==> src/rtl/ex_fwd_pkg.sv <==
// Shared constants and types for the execute-stage forwarding / hazard unit.
//   FWD_*     : per-operand forwarding select encodings
//   mc_state_e: multi-cycle sequencer states
//   DEF_*     : default datapath / register-address widths
package ex_fwd_pkg;

  localparam logic [1:0] FWD_REG   = 2'b00;
  localparam logic [1:0] FWD_EXMEM = 2'b10;
  localparam logic [1:0] FWD_MEMWB = 2'b01;

  localparam int DEF_XLEN = 64;
  localparam int DEF_RA_W = 5;

  typedef enum logic {
    RUN     = 1'b0,
    MC_BUSY = 1'b1
  } mc_state_e;

endpackage

==> src/rtl/fwd_operand_mux.sv <==
// Forwarding compare + mux for a single EX source operand.
//   rs, rdata           : operand register address and register-file value
//   ex_mem_*            : EX/MEM producer (regwrite, rd, ALU result)
//   mem_wb_*            : MEM/WB producer (regwrite, load flag, rd, ALU result, load data)
//   sel, data           : chosen source (FWD_*) and the forwarded value
// EX/MEM is the younger producer and wins over MEM/WB; x0 never forwards.
module fwd_operand_mux
  import ex_fwd_pkg::*;
#(
  parameter int XLEN = DEF_XLEN,
  parameter int RA_W = DEF_RA_W
) (
  input  logic [RA_W-1:0] rs,
  input  logic [XLEN-1:0] rdata,
  input  logic            ex_mem_regwrite,
  input  logic [RA_W-1:0] ex_mem_rd,
  input  logic [XLEN-1:0] ex_mem_alu_result,
  input  logic            mem_wb_regwrite,
  input  logic            mem_wb_mem_to_reg,
  input  logic [RA_W-1:0] mem_wb_rd,
  input  logic [XLEN-1:0] mem_wb_alu_result,
  input  logic [XLEN-1:0] mem_wb_read_data,
  output logic [1:0]      sel,
  output logic [XLEN-1:0] data
);

  logic hit_exmem, hit_memwb;

  assign hit_exmem = ex_mem_regwrite && (ex_mem_rd != '0) && (ex_mem_rd == rs);
  assign hit_memwb = mem_wb_regwrite && (mem_wb_rd != '0) && (mem_wb_rd == rs);

  always_comb begin
    sel  = FWD_REG;
    data = rdata;
    if (hit_exmem) begin
      sel  = FWD_EXMEM;
      data = ex_mem_alu_result;
    end else if (hit_memwb) begin
      sel  = FWD_MEMWB;
      // loads in WB carry their value in read_data, not the address in alu_result
      data = mem_wb_mem_to_reg ? mem_wb_read_data : mem_wb_alu_result;
    end
  end

endmodule

==> src/rtl/ex_fwd_hazard_unit.sv <==
// Execute-stage forwarding and hazard controller.
//   clk, reset          : clock, async active-low reset
//   id_ex_*             : instruction in EX (sources, regfile data, load/multicycle flags, rd)
//   if_id_rs(_used)     : sources of the instruction in ID, for load-use detection
//   ex_mem_*, mem_wb_*  : downstream producers for forwarding
//   flush               : kill from MEM; overrides every hold this cycle
//   fwd_sel, fwd_data   : per-operand forwarding result
//   pc_hold .. ex_mem_bubble : pipeline control
//   mc_busy, mc_done    : multi-cycle sequencer status
//   cnt_load_use, cnt_mc_stall : saturating stall counters
module ex_fwd_hazard_unit
  import ex_fwd_pkg::*;
#(
  parameter int XLEN    = DEF_XLEN,
  parameter int RA_W    = DEF_RA_W,
  parameter int NUM_SRC = 2,
  parameter int MC_LAT  = 4,
  parameter int CNT_W   = 32
) (
  input  logic                    clk,
  input  logic                    reset,
  input  logic [NUM_SRC*RA_W-1:0] id_ex_rs,
  input  logic [NUM_SRC*XLEN-1:0] id_ex_rdata,
  input  logic                    id_ex_valid,
  input  logic                    id_ex_mem_read,
  input  logic [RA_W-1:0]         id_ex_rd,
  input  logic                    id_ex_multicycle,
  input  logic [NUM_SRC*RA_W-1:0] if_id_rs,
  input  logic [NUM_SRC-1:0]      if_id_rs_used,
  input  logic                    ex_mem_regwrite,
  input  logic [RA_W-1:0]         ex_mem_rd,
  input  logic [XLEN-1:0]         ex_mem_alu_result,
  input  logic                    mem_wb_regwrite,
  input  logic                    mem_wb_mem_to_reg,
  input  logic [RA_W-1:0]         mem_wb_rd,
  input  logic [XLEN-1:0]         mem_wb_alu_result,
  input  logic [XLEN-1:0]         mem_wb_read_data,
  input  logic                    flush,
  output logic [NUM_SRC*2-1:0]    fwd_sel,
  output logic [NUM_SRC*XLEN-1:0] fwd_data,
  output logic                    pc_hold,
  output logic                    if_id_hold,
  output logic                    id_ex_hold,
  output logic                    id_ex_bubble,
  output logic                    ex_mem_bubble,
  output logic                    mc_busy,
  output logic                    mc_done,
  output logic [CNT_W-1:0]        cnt_load_use,
  output logic [CNT_W-1:0]        cnt_mc_stall
);

  // down-counter holds MC_LAT-2; never narrower than 3 bits
  localparam int MCW = ($clog2(MC_LAT) > 3) ? $clog2(MC_LAT) : 3;

  // ---------------- forwarding ----------------
  for (genvar i = 0; i < NUM_SRC; i++) begin : g_op
    fwd_operand_mux #(.XLEN(XLEN), .RA_W(RA_W)) u_mux (
      .rs                (id_ex_rs[i*RA_W +: RA_W]),
      .rdata             (id_ex_rdata[i*XLEN +: XLEN]),
      .ex_mem_regwrite   (ex_mem_regwrite),
      .ex_mem_rd         (ex_mem_rd),
      .ex_mem_alu_result (ex_mem_alu_result),
      .mem_wb_regwrite   (mem_wb_regwrite),
      .mem_wb_mem_to_reg (mem_wb_mem_to_reg),
      .mem_wb_rd         (mem_wb_rd),
      .mem_wb_alu_result (mem_wb_alu_result),
      .mem_wb_read_data  (mem_wb_read_data),
      .sel               (fwd_sel[i*2 +: 2]),
      .data              (fwd_data[i*XLEN +: XLEN])
    );
  end

  // ---------------- load-use ----------------
  logic [NUM_SRC-1:0] lu_hit;
  logic               lu, lu_stall;

  for (genvar i = 0; i < NUM_SRC; i++) begin : g_lu
    assign lu_hit[i] = if_id_rs_used[i] && (if_id_rs[i*RA_W +: RA_W] == id_ex_rd);
  end

  assign lu = id_ex_valid && id_ex_mem_read && (id_ex_rd != '0) && (|lu_hit);

  // ---------------- multi-cycle sequencer ----------------
  mc_state_e      state, state_nxt;
  logic [MCW-1:0] cnt, cnt_nxt;
  logic           mc_start, mc_hold, mc_last;

  assign mc_start = id_ex_valid && id_ex_multicycle;

  always_ff @(posedge clk or negedge reset) begin
    if (!reset) begin
      state <= RUN;
      cnt   <= '0;
    end else begin
      state <= state_nxt;
      cnt   <= cnt_nxt;
    end
  end

  always_comb begin
    state_nxt = state;
    cnt_nxt   = cnt;
    if (flush) begin
      state_nxt = RUN;
      cnt_nxt   = '0;
    end else begin
      unique case (state)
        RUN: if (mc_start) begin
          state_nxt = MC_BUSY;
          cnt_nxt   = MCW'(MC_LAT - 2);
        end
        MC_BUSY: if (cnt != '0) cnt_nxt = cnt - MCW'(1);
                 else           state_nxt = RUN;
        default: state_nxt = RUN;
      endcase
    end
  end

  // the RUN entry cycle is itself a hold cycle, so an op spans MC_LAT-1 holds + done
  always_comb begin
    mc_hold = 1'b0;
    mc_last = 1'b0;
    if (!flush) begin
      unique case (state)
        RUN:     mc_hold = mc_start;
        MC_BUSY: if (cnt != '0) mc_hold = 1'b1;
                 else           mc_last = 1'b1;
        default: ;
      endcase
    end
  end

  // a multi-cycle hold freezes ID, so the load-use bubble waits until it drops
  assign lu_stall = lu && !mc_hold && !flush;

  // control outputs are forced low for the whole reset window
  assign pc_hold       = reset && (mc_hold || lu_stall);
  assign if_id_hold    = reset && (mc_hold || lu_stall);
  assign id_ex_hold    = reset && mc_hold;
  assign ex_mem_bubble = reset && mc_hold;
  assign id_ex_bubble  = reset && (flush || lu_stall);
  assign mc_busy       = reset && (state == MC_BUSY);
  assign mc_done       = reset && mc_last;

  // ---------------- saturating counters ----------------
  always_ff @(posedge clk or negedge reset) begin
    if (!reset) begin
      cnt_load_use <= '0;
      cnt_mc_stall <= '0;
    end else begin
      if (lu_stall && (cnt_load_use != '1)) cnt_load_use <= cnt_load_use + CNT_W'(1);
      if (mc_hold  && (cnt_mc_stall != '1)) cnt_mc_stall <= cnt_mc_stall + CNT_W'(1);
    end
  end

endmodule

==> config.mk <==
export PLATFORM = sky130hd
export DESIGN_NAME = ex_fwd_hazard_unit
export DESIGN_NICKNAME = d
export VERILOG_FILES = /design/src/rtl/ex_fwd_pkg.sv /design/src/rtl/fwd_operand_mux.sv /design/src/rtl/ex_fwd_hazard_unit.sv
export SDC_FILE = /design/constraint.sdc
export NUM_CORES = 1
export LEC_CHECK = 0
export CAP_MARGIN = 30
export CORE_AREA = 3 3 223 225
export CTS_CLUSTER_DIAMETER = 100
export DETAILED_ROUTE_END_ITERATION = 16
export DIE_AREA = 0 0 226 228
export RECOVER_POWER = 25
export SETUP_SLACK_MARGIN = 0.15
export SYNTH_ARGS = -nofsm -noshare
export SYNTH_HDL_FRONTEND = slang
export SYNTH_HIERARCHICAL = 1
export SYNTH_SLANG_ARGS = --single-unit
==> constraint.sdc <==
create_clock -name clk -period 4.5 [get_ports clk]
set_input_delay 0.9 -clock clk [delete_from_list [all_inputs] [get_ports clk]]
set_output_delay 0.9 -clock clk [all_outputs]
set_load 0.01 [all_outputs]
==> summary.txt, run 1 <==
Placement
  – Port bufs: 568
  – Dpl hpwl: 52.3 mm
  – Placement Setup Slack: -116 ps
  – GP Congestion: 0.979
  – Placed Area: 0.0171 mm^2

Setup path
  – R2R Path End: cnt_load_use[1]
  – Launch point of the worst path: id_ex_rs[5]
  – Reg2Reg Depth: 8
  – Crit start category: input port
  – CP max FO: 32
  – Worst EP required: 3600 ps
  – Reg-to-reg startpoint: cnt[0]
  – Setup CP Type: in -> out
  – CP endpoint kind: output port
  – FF-to-FF setup slack: 2150 ps
  – Critical Path AT: between 3000 and 4000 ps

Clock tree
  – Clock tree buffer depth: 2
  – Clock Latency Late Sink: 340 ps
  – Clk slew on worst S/H paths: 60 ps
  – CTS Sinks: 68
  – Clk root buf: clkbuf_16
  – Number of buffers created by CTS: 9
  – H-tree depth: 3
  – TritonCTS clock tree: yes

STA
  – Final period utilization: 0.969
  – Transition time of the tightest slew-check pin: between 1500 and 2000 ps
  – Final setup viols: 0
  – Final-report hold violation count: 0
  – Final worst slack: 141 ps
  – F_max: 229 MHz
  – Setup Skew: 7.05 ps
  – Worst hold margin: 478 ps
  – Max-slew headroom: -0.264
  – Setup TNS: 0 ps
  – RSZ-0062 raised after global routing: yes
  – Min Tclk post-route: 4360 ps
  – Max-slew violation count: 36

Synth
  – Largest family of logic cells by synthesized area: simple AND/OR/NAND/NOR gates
  – Avg Inst Size Synth: 8.46 um^2
  – Post-Synth Simple-Gate Area: 0.290
  – Area leader, netlist: dfrtp_1
  – Yosys warning count: 6
  – Adder-cell share of the synthesized area: 0.00499
  – Flops & latches, synth: 68
  – Xor/xnor share of the synthesized area: 0.0768
  – Synth Area in Compound Gates: 0.227
  – Synth Instances: 1186
  – Post-synth top flop: dfrtp_1
  – Post-synth top area share: 0.170
  – Mapped Nets: 1556
  – Post-synth EDFFs: 0
  – Synth cell types: 52
  – Area contributors post-synth: dfrtp_1 17%, mux2_2 15%, o31ai_2 10%
  – Post-synthesis sequential area ratio: 0.170
  – Synthesized cell area: 0.0100 mm^2
  – Asr flop ratio synth: 1.00
  – Post-synthesis mux area share: 0.147

Job
  – Max-cap check violation count: 1

Pwr
  – PD cells: ~170 mW/mm^2
  – Leak Pwr: 6.24 nW
  – VDD IR-drop max: 0.000185 V

Drt
  – Iter 0 DRT Violations: 1327
  – Routed len/inst: ~29 um
  – Vias: ~13k
  – Antenna viol nets, final: 0
  – Residual DRC: 0
  – Via density: 5.69
  – Drt total wl: 68.0 mm
  – First-pass DRT Iterations: 7

Global route
  – Largest net degree at the start of global routing: 65
  – Global-route wire length before repair: 94.0 mm
  – Tot GR Track Use: 0.243
  – Vias in the first global route: around 13k
  – Initial antenna violation count: 26
  – Congestion Overflow GR: 0

Cells and area
  – Nets: 2085
  – Design Area, Final: roughly 0.018 mm^2
  – Most frequent cells in the layout: 530 x clkdlybuf4s50_1, 151 x nand4_1, 131 x mux2_2, 128 x a31oi_1, 100 x nor4_1
  – FF+latch area: 0.00170 mm^2
  – Fin util: 0.372
  – Layout fillers: 4862
  – Multi-input gate area: 0.00778 mm^2
  – Syn-to-layout area delta: 77.2%
  – Share of post-route cells with drive strength above 1: 0.244
  – Commonest non-fill, non-tap cell in the layout: clkdlybuf4s50_1

Status
  – Failing checks: max-capacitance violations, max-slew violations
  – Run status: complete, but fails checks

Floorplan
  – Die height: 228 um
  – Boundary Pins: 569
  – Total Die Area: 0.0515 mm^2
  – DIE WIDTH: 226 um
  – CORE AREA: 0.0477 mm^2
  – FP Rows: 80
  – Starting density of the core: 0.210

Min path
  – Worst Hold Path Cells: 1
  – Hold path startpoint: cnt_mc_stall[5]
  – Hold crit path type: reg -> reg
  – Endpoint, Worst Hold: cnt_mc_stall[5]
-- cell families after synthesis --
family / count (synthesis)
flops: 68
mux: 131
buf+inv: 168
simple gates: 454
compound gates: 273
fa+ha+maj: 4
xor+xnor: 88
-- synth_stat cells (2+ instances only) --
master / n
and3_1: 10
nand3_1: 27
mux2_2: 131
a31oi_1: 128
a21oi_1: 6
ha_1: 4
and2_1: 6
o31ai_2: 80
buf_4: 11
nor4_1: 121
nor2b_1: 3
nand4_1: 151
o31ai_1: 48
nor3_2: 2
and4_1: 6
nor3_1: 27
inv_1: 8
nor2_1: 17
nor4_4: 3
xor2_1: 41
and3_4: 2
clkbuf_1: 48
o21ai_1: 2
xnor2_1: 47
or2_2: 3
dfrtp_1: 68
buf_6: 12
nand2b_1: 2
or2_1: 2
o21ai_2: 2
buf_1: 18
o21a_1: 3
nand2_1: 38
and3b_1: 2
buf_2: 71
nor4_2: 20
-- through the flow --
| step | cells | total power (W) |
|---|---|---|
| 2_1_floorplan | 1186 | 0.00131 |
| 3_3_place_gp | 2313 | 0.00227 |
| 3_5_place_dp | 2314 | 0.00227 |
| 4_1_cts | 2332 | 0.00303 |
| 5_1_grt | 2350 | 0.00317 |
| 6_report | 2352 | 0.00305 |
-- per-layer routing --
| layer | vias up | share of wire | GRT usage |
|---|---|---|---|
| met1 | 6477 | 0.40 | 0.305 |
| met3 | 160 | 0.089 | 0.0568 |
| li1 | 5890 | - | - |
| met4 | 12 | 0.047 | 0.0987 |
| met5 | - | 0.0011 | 0 |
| met2 | 846 | 0.46 | 0.401 |
-- worst max-delay path, cell delays in order --
cell and delay (ps):
clkdlybuf4s50_1 510, buf_12 130, nor4_4 50, buf_4 160
o21ai_4 310, clkbuf_16 320, a31oi_1 130, o31ai_1 320
clkdlybuf4s50_1 610
-- timing repair --
action | CTS | global route
setup buffers | 1 | 0
setup endpoints to repair | 86 | 74
hold buffers | 0 | 0
resized for setup | 25 | 30
cloned | 1 | 3
pin swaps | 2 | 5
-- flip-flops by register name, summed over array words and instances, names as in the netlist --
register      count
cnt_load_use     32
cnt_mc_stall     32
cnt               3
state             1
-- worst max-delay path by stage --
| stage | to | slack, ps | cells after the start |
|---|---|---|---|
| global placement | fwd_data[3] | -170 | 9 |
| floorplan | pc_hold | 1310 | 8 |
| finish | fwd_data[126] | 140 | 9 |
| CTS | fwd_data[3] | 110 | 9 |
| detailed placement | fwd_data[3] | -120 | 9 |
| global route | fwd_data[54] | 110 | 8 |
-- layout make-up --
class | instances | area share
Clock buffer | 10 | 0.0129
Tap cell | 615 | 0.0433
Sequential cell | 68 | 0.0957
Antenna cell | 17 | 0.00239
Multi-Input combinational cell | 950 | 0.437
Clock inverter | 6 | 0.00408
Timing Repair Buffer | 678 | 0.403
Inverter | 8 | 0.00169
-- power by group --
group          internal (W)  total [W]  switching [W]
Clock              0.000435   0.000713       0.000278
Combinational      0.000839    0.00167       0.000830
Sequential         0.000636   0.000669      0.0000323
Power figures use the tool's default switching activity.
==> run 2, diff against run 1 <==
--- a/config.mk
+++ b/config.mk
@@ -6,10 +6,10 @@
 export NUM_CORES = 1
 export LEC_CHECK = 0
 export CAP_MARGIN = 30
-export CORE_AREA = 3 3 223 225
+export CORE_AREA = 2 2 222 224
 export CTS_CLUSTER_DIAMETER = 100
 export DETAILED_ROUTE_END_ITERATION = 16
-export DIE_AREA = 0 0 226 228
+export DIE_AREA = 0 0 224 226
 export RECOVER_POWER = 25
 export SETUP_SLACK_MARGIN = 0.15
 export SYNTH_ARGS = -nofsm -noshare
==> run 2 against run 1 <==
Effect of this change:
- the flow still finishes with violations (max-capacitance violations, max-slew violations)
- die area fell by 1.8%
- sequential power barely moved
- utilization fell by 1.2 points
- wire length fell by 4.7%
- critical endpoint is now fwd_data[29]
- largest power group unchanged
- via count barely moved
- register-to-register slack got worse by 60 ps
- clock skew rose by 3.6 ps
- power fell by 1.5%
- critical path depth fell by 2
==> summary.txt, run 2 (same netlist as run 1, synthesis figures left out) <==
Status
  – Run status: complete, but fails checks
  – Failing checks: max-capacitance violations, max-slew violations

Floorplan
  – Starting density of the core: 0.208 (-0.00259)
  – Die height: 226 um (-0.88%)
  – FP Rows: 81 (+1.3%)
  – Total Die Area: 0.0506 mm^2 (-1.8%)
  – Boundary Pins: 569 (unchanged)
  – CORE AREA: 0.0483 mm^2 (+1.2%)
  – DIE WIDTH: 224 um (-0.88%)

Pwr
  – Leak Pwr: 6.06 nW (-2.9%)
  – VDD IR-drop max: 0.000241 V (+30%)
  – PD cells: 172 mW/mm^2 (+0.47%)

Global route
  – Initial antenna violation count: 27 (+3.8%)
  – Tot GR Track Use: 0.239 (-0.00424)
  – Largest net degree at the start of global routing: 65 (unchanged)
  – Congestion Overflow GR: 0 (unchanged)
  – Vias in the first global route: 12.9k (-0.79%)
  – Global-route wire length before repair: 90.4 mm (-3.9%)

Clock tree
  – Clk root buf: clkbuf_16
  – Clock tree buffer depth: 2 (unchanged)
  – CTS Sinks: 68 (unchanged)
  – H-tree depth: 3 (unchanged)
  – Number of buffers created by CTS: 9 (unchanged)
  – Post-cts hold buffer count: 0 (unchanged)
  – TritonCTS clock tree: yes
  – Clk slew on worst S/H paths: 50 ps (about the same)
  – Clock Latency Late Sink: 340 ps (about the same)

Cells and area
  – Share of post-route cells with drive strength above 1: 0.231 (-0.0134)
  – Syn-to-layout area delta: 73.7%
  – Layout fillers: 4981 (+2.4%)
  – Nets: 2068 (-0.82%)
  – Most frequent cells in the layout: 536 x clkdlybuf4s50_1, 151 x nand4_1, 131 x mux2_2, 128 x a31oi_1, 113 x nor4_1
  – Top Registers: cnt_load_use (32), cnt_mc_stall (32), cnt (3)
  – Fin util: 0.361 (-0.0119)
  – Commonest non-fill, non-tap cell in the layout: clkdlybuf4s50_1

Setup path
  – Setup CP Type: in -> out
  – CP endpoint kind: output port
  – CP max FO: 44 (+38%)
  – Critical Path AT: 3410 ps (-50 ps)
  – Crit start category: input port
  – Worst EP required: 3600 ps (about the same)

Placement
  – Dpl hpwl: 51.2 mm (-2.2%)
  – Port bufs: 568 (unchanged)
  – Placement Setup Slack: -196 ps (-80.4 ps)
  – GP Congestion: 1.03 (+5.1%)

STA
  – Transition time of the tightest slew-check pin: 2210 ps (+309 ps)
  – Min Tclk post-route: 4310 ps (-49.1 ps)
  – RSZ-0062 raised after global routing: yes
  – Final period utilization: 0.958 (-0.0109)
  – Max-slew headroom: -0.470 (-0.206)
  – Final worst slack: 190 ps (+49.1 ps)
  – Final setup viols: 0 (unchanged)
  – Max-slew violation count: 41 (+14%)
  – F_max: 232 MHz (+1.1%)
  – Setup TNS: 0 ps (unchanged)
  – Final-report hold violation count: 0 (unchanged)
  – Setup Skew: 10.6 ps (+3.58 ps)

Drt
  – Iter 0 DRT Violations: 1487 (+12%)
  – Routed len/inst: 27.6 um (-4.5%)
  – Via density: 5.70 (+0.24%)
  – Antenna viol nets, final: 0 (unchanged)
  – First-pass DRT Iterations: 7 (unchanged)
  – Vias: 13.4k (+0.030%)
  – Residual DRC: 0 (unchanged)
  – Drt total wl: 64.8 mm (-4.7%)

Min path
  – Hold crit path type: reg -> reg

Job
  – Max-cap check violation count: 1 (unchanged)
-- run 2: cell types whose count changed in the layout (fill, tap and decap cells not counted), moves of 4 or more --
cell and delta:
buf_4 -4, nor4_2 -13, clkdlybuf4s50_1 +6, nor4_1 +13, dlymetal6s2s_1 -5, diode_2 +5, buf_12 -11
-- run 2: through the flow --
step	hold slack (ps)	cells	total power, W	area [um^2]
finish	486	2347	0.00300	17400
global route	505	2347	0.00312	17400
CTS	496	2324	0.00299	17300
detailed placement	482	2302	0.00225	16800
global placement	480	2301	0.00224	16800
floorplan	481	1186	0.00131	10000
-- run 2: report_power, final --
group          total [W]  switching (W)  internal (W)
clock network   0.000714       0.000268      0.000446
registers       0.000670      0.0000340      0.000636
logic            0.00162       0.000807      0.000811
-- run 2: final timing paths --
kind,cells past startpoint,from,endpoint,slack (ps)
min in group asynchronous,2,reset,cnt[2],600
hold / removal,1,cnt_mc_stall[5],cnt_mc_stall[5],490
setup reg to reg,8,cnt[0],cnt_mc_stall[27],2090
setup / recovery,7,id_ex_rs[0],fwd_data[29],190
max in group asynchronous,2,reset,cnt_load_use[13],1900
hold reg to reg,1,cnt_mc_stall[5],cnt_mc_stall[5],490
-- run 2: area by class of cell --
type,instances,area [um^2],share of cell area
Multi-Input combinational cell,950,7740,0.444
Timing Repair Buffer,661,6830,0.392
Sequential cell,68,1700,0.0976
Tap cell,622,778,0.0447
Clock buffer,11,243,0.0139
Clock inverter,5,60.1,0.00345
Antenna cell,22,55.1,0.00316
Inverter,8,30.0,0.00172
-- run 2: repair_timing --
action	in CTS	in global routing
pin swaps	3	2
setup endpoints to repair	127	58
gates resized for setup	17	25
buffers inserted	6	1
-- run 2: worst max-delay path, stage by stage --
cell,delay (ps)
clkdlybuf4s50_1,550
xnor2_2,280
and2_2,250
buf_12,240
a31oi_1,180
o31ai_4,330
clkdlybuf4s50_1,600
-- run 2: metal layers --
| layer | part of all wire | track usage | vias to the layer above |
|---|---|---|---|
| met3 | 0.097 | 0.0643 | 167 |
| met5 | 0.00042 | 0 | - |
| met2 | 0.45 | 0.374 | 845 |
| li1 | - | - | 5869 |
| met4 | 0.050 | 0.125 | 4 |
| met1 | 0.40 | 0.300 | 6504 |
